<file path="config.mk">
export PLATFORM = sky130hd
export DESIGN_NAME = uart_tx_arbiter
export DESIGN_NICKNAME = d
export VERILOG_FILES = /design/src/rtl/uart_tx_arbiter.sv
export SDC_FILE = /design/constraint.sdc
export NUM_CORES = 1
export LEC_CHECK = 0
export ABC_CLOCK_PERIOD_IN_PS = 2300
export BUFFER_PORTS_ARGS = -buffer_cell sky130_fd_sc_hd__buf_2
export CORE_MARGIN = 1
export CORE_UTILIZATION = 52
export CTS_CLUSTER_SIZE = 8
export DETAILED_ROUTE_END_ITERATION = 8
export GPL_ROUTABILITY_DRIVEN = 1
export HOLD_SLACK_MARGIN = 0.12
export PLACE_DENSITY_LB_ADDON = 0.15
export SETUP_SLACK_MARGIN = 0.02
export SLEW_MARGIN = 0
export SYNTH_ARGS = -nofsm -noshare
export SYNTH_HDL_FRONTEND = slang
export SYNTH_SLANG_ARGS = --single-unit
export TNS_END_PERCENT = 30
</file>
<file path="constraint.sdc">
create_clock -name clk -period 2.3 [get_ports clk]
set_input_delay 0.115 -clock clk [delete_from_list [all_inputs] [get_ports clk]]
set_output_delay 0.115 -clock clk [all_outputs]
set_load 0.01 [all_outputs]
</file>
<file path="src/rtl/uart_tx_arbiter.sv">
// uart_tx_arbiter: shares the UART TX FIFO write port between two byte
// producers (0: CPU console MMIO, 1: debug monitor). A granted requester keeps
// the port until it writes LF or its valid stays low for TIMEOUT cycles, so
// lines from the two sources never interleave in the FIFO.
// Ports:
//   clk, RESET                 clock / async active-low reset
//   req_valid[1:0]             per-requester byte valid
//   req_data0, req_data1       per-requester byte
//   req_ready[1:0]             per-requester accept (combinational)
//   fifo_full                  FIFO full flag
//   fifo_write, fifo_data      FIFO write strobe / data (combinational)
//   owner[1:0]                 one-hot lock holder, 00 when idle (registered)
//   bytes0, bytes1             saturating accepted-byte counters
module uart_tx_arbiter #(
  parameter int unsigned TIMEOUT = 256,
  parameter int unsigned CNT_W   = 16
) (
  input  logic             clk,
  input  logic             RESET,
  input  logic [1:0]       req_valid,
  input  logic [7:0]       req_data0,
  input  logic [7:0]       req_data1,
  output logic [1:0]       req_ready,
  input  logic             fifo_full,
  output logic             fifo_write,
  output logic [7:0]       fifo_data,
  output logic [1:0]       owner,
  output logic [CNT_W-1:0] bytes0,
  output logic [CNT_W-1:0] bytes1
);

  localparam int unsigned IDLE_W = (TIMEOUT > 2) ? $clog2(TIMEOUT) : 1;
  localparam logic [IDLE_W-1:0] IDLE_LAST = IDLE_W'(TIMEOUT - 1);
  localparam logic [CNT_W-1:0]  CNT_MAX   = '1;
  localparam logic [7:0]        LF        = 8'h0A;

  // Lock encodings double as the one-hot owner value.
  localparam logic [1:0] S_IDLE  = 2'b00;
  localparam logic [1:0] S_LOCK0 = 2'b01;
  localparam logic [1:0] S_LOCK1 = 2'b10;

  logic [1:0]        state_q, state_d;
  logic              last_q, last_d;
  logic [IDLE_W-1:0] idle_q, idle_d;
  logic [CNT_W-1:0]  bytes0_q, bytes0_d;
  logic [CNT_W-1:0]  bytes1_q, bytes1_d;

  logic              own_sel;
  logic              cur_valid;
  logic [7:0]        cur_data;
  logic              accept;

  // Next-state, counters and combinational FIFO-side outputs.
  always_comb begin
    state_d    = state_q;
    last_d     = last_q;
    idle_d     = idle_q;
    bytes0_d   = bytes0_q;
    bytes1_d   = bytes1_q;
    req_ready  = 2'b00;
    fifo_write = 1'b0;
    fifo_data  = 8'h00;
    own_sel    = (state_q == S_LOCK1);
    cur_valid  = own_sel ? req_valid[1] : req_valid[0];
    cur_data   = own_sel ? req_data1 : req_data0;
    accept     = 1'b0;

    case (state_q)
      S_IDLE: begin
        // Arbitration bubble; idle_q is zero on entry to any lock.
        idle_d = '0;
        if (req_valid == 2'b11) begin
          state_d = last_q ? S_LOCK0 : S_LOCK1;
        end else if (req_valid[0]) begin
          state_d = S_LOCK0;
        end else if (req_valid[1]) begin
          state_d = S_LOCK1;
        end
      end
      S_LOCK0, S_LOCK1: begin
        req_ready  = own_sel ? {~fifo_full, 1'b0} : {1'b0, ~fifo_full};
        accept     = cur_valid & ~fifo_full;
        fifo_write = accept;
        fifo_data  = accept ? cur_data : 8'h00;
        if (accept) begin
          idle_d = '0;
          if (own_sel) begin
            if (bytes1_q != CNT_MAX) bytes1_d = bytes1_q + CNT_W'(1);
          end else begin
            if (bytes0_q != CNT_MAX) bytes0_d = bytes0_q + CNT_W'(1);
          end
          if (cur_data == LF) begin
            state_d = S_IDLE;
            last_d  = own_sel;
          end
        end else if (!cur_valid) begin
          // Only true idleness counts; full-FIFO stalls hold the counter.
          if ((TIMEOUT != 0) && (idle_q == IDLE_LAST)) begin
            state_d = S_IDLE;
            last_d  = own_sel;
          end else begin
            idle_d = idle_q + IDLE_W'(1);
          end
        end
      end
      default: state_d = S_IDLE;
    endcase
  end

  // State register.
  always_ff @(posedge clk or negedge RESET) begin
    if (!RESET) begin
      state_q  <= S_IDLE;
      last_q   <= 1'b1;
      idle_q   <= '0;
      bytes0_q <= '0;
      bytes1_q <= '0;
    end else begin
      state_q  <= state_d;
      last_q   <= last_d;
      idle_q   <= idle_d;
      bytes0_q <= bytes0_d;
      bytes1_q <= bytes1_d;
    end
  end

  assign owner  = state_q;
  assign bytes0 = bytes0_q;
  assign bytes1 = bytes1_q;

endmodule
</file>
==> impl_metrics.ini <==
[critical_path]
worstPathRequired_ps = 2510
crit_family = simple AND/OR/NAND/NOR gates
cp_num_buf_inv = 2
arrival_ps = 2310
cp_slowest_cell = dfrtp_1
cp-start-kind = flip-flop
worstSetupEndpointType = flip-flop
slowest_delay_ps = 350
cp_cell_sequence = inv_1 > ha_1 > buf_6 > nor4_1 > nand4b_1 > a22o_1 > a21oi_1 > mux2_1
path_class = reg -> reg
worstPathMaxFanout = 16

[route]
drc = 0
via_count = 1999
wl_met3_um = 146
ant_nets = 0
wl_met1_mm = 2.23
wl_met2_mm = 2.42
first_iter_violations = 71
routed_wl_mm = 4.82
wire_per_inst_um = 13.1
dr.max_layer_used = met4
drtPass1Iterations = 4
via_per_inst = 5.45

[power]
p_leak_nw = 1.43
worst_ir_drop_vdd_v = 0.000595
powerDensity_nw_per_um2 = 851
p_total_mw = 2.49

[place]
hpwl_mm = 3.58
gp_congestion = 0.795
io_buffer_count = 65

[final_layout]
num-fill-cells = 389
final_layout_size_suffix_gt1_frac = 0.276
num_antenna_cells = 0
syn_to_final_growth_pct = 21.5
ff_latch_area_um2 = 1080
finalNetCount = 340
final_common_cell = buf_2
layout_common_cells = 65 x buf_2, 42 x dfrtp_1, 28 x nor2_1
multiInputGateArea_um2 = 1270
final_core_util = 0.662

[floorplanning]
num_rows = 24
die_w_um = 70.0
die-area_um2 = 4900
core_um2 = 4410
ios = 66
floorplan.initialDensity = 0.545
die_y_um = 70.0

[timing]
layout_min_cycle_time_ps = 2100
timing_hold_violations_final = 0
slew_headroom = 0.366
max_slew.worst_pin.slew_ps = 952
rsz0062_at_grt = no
finClkSkew_ps = 5.81
tns_ps = 0
drv_slew = 0
setup_violations = 0
min_period_over_period = 0.911
fmax_mhz = 477

[cts]
numCtsBuffers = 5
cts.clk_slew.worst_paths_ps = 80
htree_levels = 2
cts_sinks = 43
cts_root_buffer = clkbuf_8
clockBufferDepth = 2
cts_tree = yes
worstSkewPairLatency_ps = 290

[global_routing]
antenna_found_initial = 0
grt_pass1_vias = 1887
gr-total-overflow = 0
grt_pass1_wl_mm = 8.60
grt.total_usage = 0.216
grt_start_max_net_pins = 44

[flow_run]
maxCapViolations = 0

[yosys]
syn_area_um2 = 2410
synth_cells = 244
synth_edf_count = 0
synth-main-ff-cell = dfrtp_1
ys_seq_elements = 43
synthArstFlopShare = 1.00
seq_area_frac_synth = 0.448
synth.distinct_cells = 47
synth_nets = 270
synth_area_per_cell_um2 = 9.86
yosys_warnings = 0

[outcome]
outcome = completed

[min_path]
holdCritPathClass = in -> reg
-- layout make-up --
type / count / area share
multi-input combinational: 189 / 0.434
inverter: 7 / 0.00899
clock inverter: 2 / 0.0205
timing repair buffer: 68 / 0.121
tap: 52 / 0.0223
clock buffer: 6 / 0.0248
sequential: 43 / 0.369
-- sequential cells by signal (all words and copies together) (netlist names) --
signal  count
bytes0     16
bytes1     16
idle_q      8
owner       2
last_q      1
-- Yosys cell counts (all sizes together) (2+ instances only) --
library cell	number	area share
or2	2	0.0052
nor3	4	0.010
mux2	4	0.019
dfrtp	42	0.44
o21ai	12	0.025
nor2b	3	0.0078
nor4	5	0.024
buf	5	0.015
nor4b	2	0.0073
nand4	10	0.026
nor2	28	0.044
a31oi	3	0.010
xnor2	17	0.062
xor2	9	0.033
ha	5	0.026
a21oi	3	0.0062
and4	2	0.0073
inv	7	0.011
a22o	2	0.0073
and3	4	0.010
nand2	26	0.041
nand2b	7	0.018
o211ai	2	0.0062
mux2i	11	0.051
nand3	17	0.037
o31ai	3	0.0094
-- timing repair --
| action | CTS | global route |
|---|---|---|
| hold buffers | 1 | 0 |
| setup buffers | 0 | 0 |
| endpoints found under the setup margin | 0 | 1 |
| hold endpoints to repair | 42 | 0 |
| gates resized for setup | 0 | 1 |
-- worst paths after layout --
check	cells past startpoint	endpoint	start	slack, ps
max	8	last_q$_DFFE_PN1P_	owner[0]$_DFFE_PN0P_	200
min	3	owner[0]$_DFFE_PN0P_	req_valid[0]	170
max reg2reg	8	last_q$_DFFE_PN1P_	owner[0]$_DFFE_PN0P_	200
min reg2reg	1	bytes1[5]$_DFFE_PN0P_	bytes1[5]$_DFFE_PN0P_	490
max in group asynchronous	2	idle_q[5]$_DFFE_PN0P_	RESET	1210
min in group asynchronous	2	bytes1[5]$_DFFE_PN0P_	RESET	510
-- routing by layer --
metal,global-route usage,up-vias
met5,0,-
met4,0.0600,0
met3,0.0519,2
met2,0.359,37
met1,0.282,959
li1,-,1001
-- through the flow --
stage / hold WS (ps) / setup WS, ps / std cells / instance area (um^2)
after global routing: 174 / 49.3 / 367 / 2920
after CTS: 153 / 166 / 367 / 2920
after floorplan: -181 / 296 / 244 / 2410
final: 168 / 204 / 367 / 2920
after detailed placement: 326 / 190 / 358 / 2780
after global placement: 323 / 268 / 358 / 2780
-- logic make-up (layout without fill, tap and decap cells) --
logic type,Yosys count,in the layout,synth area share
AOI/OAI and AO/OA,28,28,0.0801
xor gates and xnor gates,26,26,0.0946
adders and majority gates,5,5,0.0260
buffers and inverters,12,83,0.0255
DFF,43,43,0.448
muxes,15,15,0.0697
and+or+nand+nor,115,115,0.256
-- worst register-to-register path, cell delays in order, from the launching register on --
cell and delay, ps:
dfrtp_1 350, inv_1 70, ha_1 270, buf_6 190
nor4_1 280, nand4b_1 130, a22o_1 240, a21oi_1 150
mux2_1 330
-- power breakdown --
group	total, mW	leakage, nW	switching [mW]	internal, mW
Sequential	0.938	0.568	0.0936	0.844
Clock	0.683	0.0654	0.249	0.434
Combinational	0.867	0.796	0.490	0.377
Note: power is estimated with default switching activity, not from simulation.
